[config.mk]
export PLATFORM = sky130hd
export DESIGN_NAME = ex_stage
export DESIGN_NICKNAME = d
export VERILOG_FILES = /design/src/rtl/ex_stage.sv
export SDC_FILE = /design/constraint.sdc
export NUM_CORES = 2
export LEC_CHECK = 0
export ABC_AREA = 1
export BUFFER_PORTS_ARGS = -buffer_cell sky130_fd_sc_hd__buf_2
export CORE_MARGIN = 3
export CORE_UTILIZATION = 25
export CTS_BUF_LIST = sky130_fd_sc_hd__clkbuf_4
export DETAILED_ROUTE_END_ITERATION = 8
export GPL_ROUTABILITY_DRIVEN = 0
export PLACE_DENSITY = 0.44
export SLEW_MARGIN = 20
export SYNTH_ARGS = -nofsm -noshare
export SYNTH_HDL_FRONTEND = slang
export SYNTH_SLANG_ARGS = --single-unit
[constraint.sdc]
create_clock -name clk -period 21.3 [get_ports clk]
set_input_delay 2.13 -clock clk [delete_from_list [all_inputs] [get_ports clk]]
set_output_delay 2.13 -clock clk [all_outputs]
set_load 0.02 [all_outputs]
[src/rtl/ex_stage.sv]
// ----------------------------------------------------------------------------
// ex_stage
//   Execute stage of the RV32IM pipeline. Takes the decoded bundle held in the
//   ID/EX register and produces the value written into the EX/MEM register.
//   ALU and multiply ops finish in the same cycle. DIV/DIVU/REM/REMU run on an
//   iterative restoring divider (one quotient bit per cycle). While it runs,
//   stall_o holds PC, IF/ID and ID/EX.
//
// Ports
//   clk, rst     : rising-edge clock, synchronous active-high reset
//   valid_i      : ID/EX holds a valid instruction
//   flush_i      : kill the instruction currently in EX
//   alu_op_i     : operation select (ADD..AND, MUL family, DIV family)
//   alu_src_i    : 1 selects imm_i as operand B, 0 selects rs2_data_i
//   rs1_data_i   : operand A
//   rs2_data_i   : operand B from the register file
//   imm_i        : operand B from the immediate
//   rd_addr_i    : destination register
//   RegWrite_i   : writeback enable
//   valid_o      : result_o / rd_addr_o / RegWrite_o are meaningful
//   result_o     : execution result
//   rd_addr_o    : destination register
//   RegWrite_o   : writeback enable, gated by valid_o
//   stall_o      : hold all upstream stages this cycle
// ----------------------------------------------------------------------------
module ex_stage #(
    parameter int DATA_WIDTH     = 32,
    parameter int REG_ADDR_WIDTH = 5
) (
    input  logic                      clk,
    input  logic                      rst,
    input  logic                      valid_i,
    input  logic                      flush_i,
    input  logic [4:0]                alu_op_i,
    input  logic                      alu_src_i,
    input  logic [DATA_WIDTH-1:0]     rs1_data_i,
    input  logic [DATA_WIDTH-1:0]     rs2_data_i,
    input  logic [DATA_WIDTH-1:0]     imm_i,
    input  logic [REG_ADDR_WIDTH-1:0] rd_addr_i,
    input  logic                      RegWrite_i,
    output logic                      valid_o,
    output logic [DATA_WIDTH-1:0]     result_o,
    output logic [REG_ADDR_WIDTH-1:0] rd_addr_o,
    output logic                      RegWrite_o,
    output logic                      stall_o
);

    localparam int SHW   = $clog2(DATA_WIDTH);
    localparam int CNT_W = $clog2(DATA_WIDTH);

    localparam logic [4:0] OP_ADD    = 5'd0;
    localparam logic [4:0] OP_SUB    = 5'd1;
    localparam logic [4:0] OP_SLL    = 5'd2;
    localparam logic [4:0] OP_SLT    = 5'd3;
    localparam logic [4:0] OP_SLTU   = 5'd4;
    localparam logic [4:0] OP_XOR    = 5'd5;
    localparam logic [4:0] OP_SRL    = 5'd6;
    localparam logic [4:0] OP_SRA    = 5'd7;
    localparam logic [4:0] OP_OR     = 5'd8;
    localparam logic [4:0] OP_AND    = 5'd9;
    localparam logic [4:0] OP_MUL    = 5'd10;
    localparam logic [4:0] OP_MULH   = 5'd11;
    localparam logic [4:0] OP_MULHSU = 5'd12;
    localparam logic [4:0] OP_MULHU  = 5'd13;
    localparam logic [4:0] OP_DIV    = 5'd14;
    localparam logic [4:0] OP_DIVU   = 5'd15;
    localparam logic [4:0] OP_REM    = 5'd16;
    localparam logic [4:0] OP_REMU   = 5'd17;

    localparam logic [DATA_WIDTH-1:0] MIN_NEG = {1'b1, {(DATA_WIDTH-1){1'b0}}};

    typedef enum logic [1:0] {
        IDLE,
        BUSY,
        DONE
    } state_t;

    state_t state_q, state_d;

    logic [DATA_WIDTH-1:0]     op_a, op_b;
    logic [DATA_WIDTH-1:0]     alu_result;
    logic [2*DATA_WIDTH-1:0]   mul_a, mul_b, mul_prod;
    logic                      mul_a_sgn, mul_b_sgn;

    logic                      is_div, is_signed_div, is_rem_op;
    logic                      b_zero, div_overflow, fast_path, start_div;
    logic [DATA_WIDTH-1:0]     fast_result;
    logic [DATA_WIDTH-1:0]     a_abs, b_abs;

    logic [DATA_WIDTH-1:0]     quo_q, rem_q, dvs_q;
    logic [CNT_W-1:0]          cnt_q;
    logic                      neg_quo_q, neg_rem_q, is_rem_q;
    logic [REG_ADDR_WIDTH-1:0] rd_q;
    logic                      we_q;

    logic [DATA_WIDTH:0]       rem_shift, rem_diff;
    logic                      step_ok;
    logic [DATA_WIDTH-1:0]     rem_next, quo_next, div_result;

    assign op_a = rs1_data_i;
    assign op_b = alu_src_i ? imm_i : rs2_data_i;

    // Operand signedness for the multiplier: extending both operands to 2W
    // bits with the right sign lets one unsigned 2W x 2W product (truncated
    // to 2W bits) serve MUL, MULH, MULHSU and MULHU alike.
    assign mul_a_sgn = ((alu_op_i == OP_MULH) || (alu_op_i == OP_MULHSU)) && op_a[DATA_WIDTH-1];
    assign mul_b_sgn = (alu_op_i == OP_MULH) && op_b[DATA_WIDTH-1];
    assign mul_a     = {{DATA_WIDTH{mul_a_sgn}}, op_a};
    assign mul_b     = {{DATA_WIDTH{mul_b_sgn}}, op_b};
    assign mul_prod  = mul_a * mul_b;

    // Single-cycle ALU and multiply results; unknown encodings behave as ADD.
    always_comb begin
        alu_result = op_a + op_b;
        case (alu_op_i)
            OP_SUB:    alu_result = op_a - op_b;
            OP_SLL:    alu_result = op_a << op_b[SHW-1:0];
            OP_SLT:    alu_result = {{(DATA_WIDTH-1){1'b0}}, $signed(op_a) < $signed(op_b)};
            OP_SLTU:   alu_result = {{(DATA_WIDTH-1){1'b0}}, op_a < op_b};
            OP_XOR:    alu_result = op_a ^ op_b;
            OP_SRL:    alu_result = op_a >> op_b[SHW-1:0];
            OP_SRA:    alu_result = $unsigned($signed(op_a) >>> op_b[SHW-1:0]);
            OP_OR:     alu_result = op_a | op_b;
            OP_AND:    alu_result = op_a & op_b;
            OP_MUL:    alu_result = mul_prod[DATA_WIDTH-1:0];
            OP_MULH,
            OP_MULHSU,
            OP_MULHU:  alu_result = mul_prod[2*DATA_WIDTH-1:DATA_WIDTH];
            default:   alu_result = op_a + op_b;
        endcase
    end

    // Divide classification. Divide-by-zero and the signed overflow case have
    // architecturally fixed answers, so they bypass the iterative divider.
    assign is_div        = (alu_op_i == OP_DIV) || (alu_op_i == OP_DIVU) ||
                           (alu_op_i == OP_REM) || (alu_op_i == OP_REMU);
    assign is_signed_div = (alu_op_i == OP_DIV) || (alu_op_i == OP_REM);
    assign is_rem_op     = (alu_op_i == OP_REM) || (alu_op_i == OP_REMU);
    assign b_zero        = (op_b == '0);
    assign div_overflow  = is_signed_div && (op_a == MIN_NEG) && (op_b == '1);
    assign fast_path     = b_zero || div_overflow;
    assign start_div     = (state_q == IDLE) && valid_i && !flush_i && is_div && !fast_path;

    always_comb begin
        if (b_zero) begin
            fast_result = is_rem_op ? op_a : '1;
        end else begin
            fast_result = is_rem_op ? '0 : MIN_NEG;
        end
    end

    // The divider works on magnitudes; the signs are reapplied on the way out.
    assign a_abs = (is_signed_div && op_a[DATA_WIDTH-1]) ? (-op_a) : op_a;
    assign b_abs = (is_signed_div && op_b[DATA_WIDTH-1]) ? (-op_b) : op_b;

    // One restoring step: shift the next dividend bit into the partial
    // remainder and keep the subtraction only if it did not go negative.
    assign rem_shift = {rem_q, quo_q[DATA_WIDTH-1]};
    assign rem_diff  = rem_shift - {1'b0, dvs_q};
    assign step_ok   = !rem_diff[DATA_WIDTH];
    assign rem_next  = step_ok ? rem_diff[DATA_WIDTH-1:0] : rem_shift[DATA_WIDTH-1:0];
    assign quo_next  = {quo_q[DATA_WIDTH-2:0], step_ok};

    always_comb begin
        if (is_rem_q) begin
            div_result = neg_rem_q ? (-rem_q) : rem_q;
        end else begin
            div_result = neg_quo_q ? (-quo_q) : quo_q;
        end
    end

    // State register.
    always_ff @(posedge clk) begin
        if (rst) begin
            state_q <= IDLE;
        end else begin
            state_q <= state_d;
        end
    end

    // Next-state logic. A flush abandons a divide in flight without output.
    always_comb begin
        state_d = state_q;
        case (state_q)
            IDLE: if (start_div) state_d = BUSY;
            BUSY: begin
                if (flush_i) begin
                    state_d = IDLE;
                end else if (cnt_q == CNT_W'(DATA_WIDTH-1)) begin
                    state_d = DONE;
                end
            end
            DONE:    state_d = IDLE;
            default: state_d = IDLE;
        endcase
    end

    // Divider datapath: operands captured at issue, one step per BUSY cycle.
    always_ff @(posedge clk) begin
        if (rst) begin
            quo_q     <= '0;
            rem_q     <= '0;
            dvs_q     <= '0;
            cnt_q     <= '0;
            neg_quo_q <= 1'b0;
            neg_rem_q <= 1'b0;
            is_rem_q  <= 1'b0;
            rd_q      <= '0;
            we_q      <= 1'b0;
        end else if (start_div) begin
            quo_q     <= a_abs;
            rem_q     <= '0;
            dvs_q     <= b_abs;
            cnt_q     <= '0;
            neg_quo_q <= is_signed_div && (op_a[DATA_WIDTH-1] ^ op_b[DATA_WIDTH-1]);
            neg_rem_q <= is_signed_div && op_a[DATA_WIDTH-1];
            is_rem_q  <= is_rem_op;
            rd_q      <= rd_addr_i;
            we_q      <= RegWrite_i;
        end else if (state_q == BUSY) begin
            quo_q     <= quo_next;
            rem_q     <= rem_next;
            cnt_q     <= cnt_q + CNT_W'(1);
        end
    end

    // Output logic. Reset overrides everything so nothing leaks while rst=1.
    always_comb begin
        valid_o    = 1'b0;
        result_o   = '0;
        rd_addr_o  = '0;
        RegWrite_o = 1'b0;
        stall_o    = 1'b0;
        if (!rst) begin
            case (state_q)
                IDLE: begin
                    stall_o    = start_div;
                    valid_o    = valid_i && !flush_i && !start_div;
                    result_o   = is_div ? fast_result : alu_result;
                    rd_addr_o  = rd_addr_i;
                    RegWrite_o = valid_i && !flush_i && !start_div && RegWrite_i;
                end
                BUSY: begin
                    stall_o    = !flush_i;
                    rd_addr_o  = rd_q;
                end
                DONE: begin
                    valid_o    = !flush_i;
                    result_o   = div_result;
                    rd_addr_o  = rd_q;
                    RegWrite_o = !flush_i && we_q;
                end
                default: begin
                    valid_o    = 1'b0;
                end
            endcase
        end
    end

endmodule
==> out/metrics.csv <==
metric;value;unit
Worst Skew;21.5;ps
CP Capture Type;primary output;
Synth warnings;0;
syn_nets;10526;
clock net sink count;112;
Buffers & Inverters on Critical Path;10;
number of global-route vias before repair;61924;
Cell variety after synth;57;
CP required;19170;ps
Crit Path Max Fanout;12;
reg2reg setup slack;16570;ps
syn_area_per_cell;6.79;µm²
CTS-repair resized insts;0;
via count;61626;
Worst path slowest cell;nor2_1;
Vert. Die Dim;498;µm
cell mode on critical path;nand2_1;
initial antenna violation count;21;
fin worst setup slack;5100;ps
Max Clk Rate;61.7;MHz
Num CTS Buffers;9;
number of max-cap violations;0;
core area;241000;µm²
hpwl dp;250;mm
Main synth FF type;dfxtp_1;
Least-Margin Pin Slew;1280;ps
FP Rows;180;
DRT antenna net count;0;
Mapped Cells;8934;
Seq/Total Area, Yosys;3.70;%
crit share post-route;76.1;%
RSZ-0062 raised after global routing;no;
GR Util met1;32.2;%
nets@finish;10431;
GRT Max-Usage Layer;met2;
die area;248000;µm²
Area Overhead vs Synth;7.46;%
WL/cell;26.1;µm
vias per cell;5.12;
Clk Tree Root Cell;clkbuf_4;
CP Class;input pin to primary output;
fraction of layout instances using a drive strength above 1;4.94;%
Clock transition at path regs;220;ps
Longest Clk Path Bufs;2;
status;finished clean;
fin. max-slew vios;0;
top post-synthesis cells by area;fa_1 37%, nand2_1 14%, inv_1 11%, ha_1 7.3%, nand3_1 5.7%;
Mapped Area;60600;µm²
Yosys reg bits;112;
postcts setup bufs;0;
post-place setup slack;5310;ps
CP peak stage delay;910;ps
min cycle time layout;16200;ps
Slew headroom;14.0;%
clock latency at the later pin of the worst-skew pair;590;ps
Fin. Hold Viols;0;
largest net degree at the start of global routing;63;
total gr overflow;0;
I/O pin count;152;
crit path DAT;14070;ps
asr flop ratio synth;0;%
CTS H-tree lvls;3;
Final Setup Violations;0;
GR Util met2;38.5;%
setup TNS;0;ps
Yosys top cell area share;37.2;%
I/O Buffers;151;
1st-pass router iterations;9;
first-pass GRT wire length;448;mm
number of synthesized flops with an enable pin;0;
Hold/Removal Path Class;flip-flop to flip-flop;
DRC;0;
crit-path leading delay family;adder cells;
final wirelength;314;mm
Die X;498;µm
hold bufs inserted after CTS;0;
met3 Use GR;5.38;%
Overall Global Routing Usage;24.7;%
CTS tree;built;
post-synth top area cell;fa_1;
Starting Density;25.2;%
Worst setup SP type;input pin;
DRT iter0 DRCs;7163;
## through the flow
stage / hold WS (ps) / area [µm²] / std cells / util, %
2_1_floorplan: 433 / 60600 / 8934 / -
3_3_place_gp: 452 / 64900 / 12013 / 26.9
3_5_place_dp: 460 / 65000 / 12013 / 27.0
4_1_cts: 485 / 65100 / 12029 / 27.0
5_1_grt: 509 / 65100 / 12031 / 27.0
6_report: 487 / 65200 / 12037 / 27.0
## metal layers
metal | vias to the layer above | wire length [µm]
met5 | - | 65
met4 | 10 | 19800
met3 | 715 | 32400
met2 | 3413 | 137000
met1 | 30659 | 125000
li1 | 26829 | -
## area by class of cell
class,count,area [µm²]
well taps,3185,3990
inverters,1879,7060
fillers,27056,176000
repair buffers,312,1960
clock inverters,7,108
diodes,8,20.0
flip-flops and latches,112,2240
clock buffers,9,67.6
multi-input cells,6525,49700
## kinds of logic (layout without fill, tap and decap cells)
group	Yosys count	in the layout	share of synthesized area, %
and+or+nand+nor	4010	4010	27.4
buffers and inverters	2297	2207	14.4
adders and majority gates	1480	1480	44.5
AOI/OAI and AO/OA	929	929	8.42
DFF	112	112	3.70
xor gates and xnor gates	106	106	1.53
other	0	8	0
## placed cells by master, fill, tap and decap left out, drive strengths merged, types with 2 or more instances in the layout
cell type,instances
a211oi,8
o221ai,8
nand4,83
a21boi,9
a21oi,430
ha,352
fa,1128
and3,5
nand2,2242
nand3,692
nand3b,19
nor3,82
o21ai,329
o22ai,27
xor2,91
o21a,10
a31oi,17
and2,4
dfxtp,112
clkbuf,9
nor2,803
a21o,3
inv,1858
o32ai,3
o41ai,3
o311ai,5
o2111ai,5
buf,312
diode,8
xnor2,15
a221oi,2
or2,56
o21bai,37
clkinv,27
nor4,23
o211ai,27
o31ai,3
## sequential cells by signal, summed over array words and instances, names as in the netlist
register	count
dvs_q	32
quo_q	32
rem_q	32
cnt_q	5
rd_q	5
state_q	2
is_rem_q	1
neg_quo_q	1
neg_rem_q	1
we_q	1
## Yosys cell counts (all sizes together), types with 2 or more instances
library cell / count
nand3: 692
nand3b: 19
o31ai: 3
or2: 56
o32ai: 3
inv: 1864
nand4: 83
ha: 352
a221oi: 2
buf: 95
a211oi: 8
o21ai: 329
o2111ai: 5
xor2: 91
o21bai: 37
clkbuf: 323
o22ai: 27
o41ai: 3
a31oi: 17
o21a: 10
and2: 4
xnor2: 15
a21boi: 9
a21oi: 430
nor3: 82
nor2: 803
nand2: 2242
fa: 1128
and3: 5
o311ai: 5
nor4: 23
clkinv: 15
o221ai: 8
dfxtp: 112
o211ai: 27
a21o: 3
## path summary, 6_finish.rpt
path | start | end | cells past startpoint
worst max-delay path | alu_op_i[2] | result_o[29] | 36
worst min-delay path | rd_q[4]$_SDFFE_PP0P_ | rd_q[4]$_SDFFE_PP0P_ | 2
worst max register to register | quo_q[31]$_SDFFE_PP0P_ | rem_q[31]$_SDFFE_PP0P_ | 16
worst min register to register | rd_q[4]$_SDFFE_PP0P_ | rd_q[4]$_SDFFE_PP0P_ | 2
## worst register-to-register path, stage by stage, from the launching register on
cell and delay (ps):
dfxtp_1 390, inv_1 90, ha_1 240, fa_1 410, nor2_1 120, nand2_1 50, nand2_1 130, nand3_1 80
nand2_1 190, a21boi_0 230, o21ai_0 460, nand3_1 270, nand3_1 730, nand2_1 760, nand2_1 280, nand3_1 100
a21oi_1 150
Power is not shown: default switching activity piles up to over one toggle a cycle in this logic, so the estimate is an artifact.
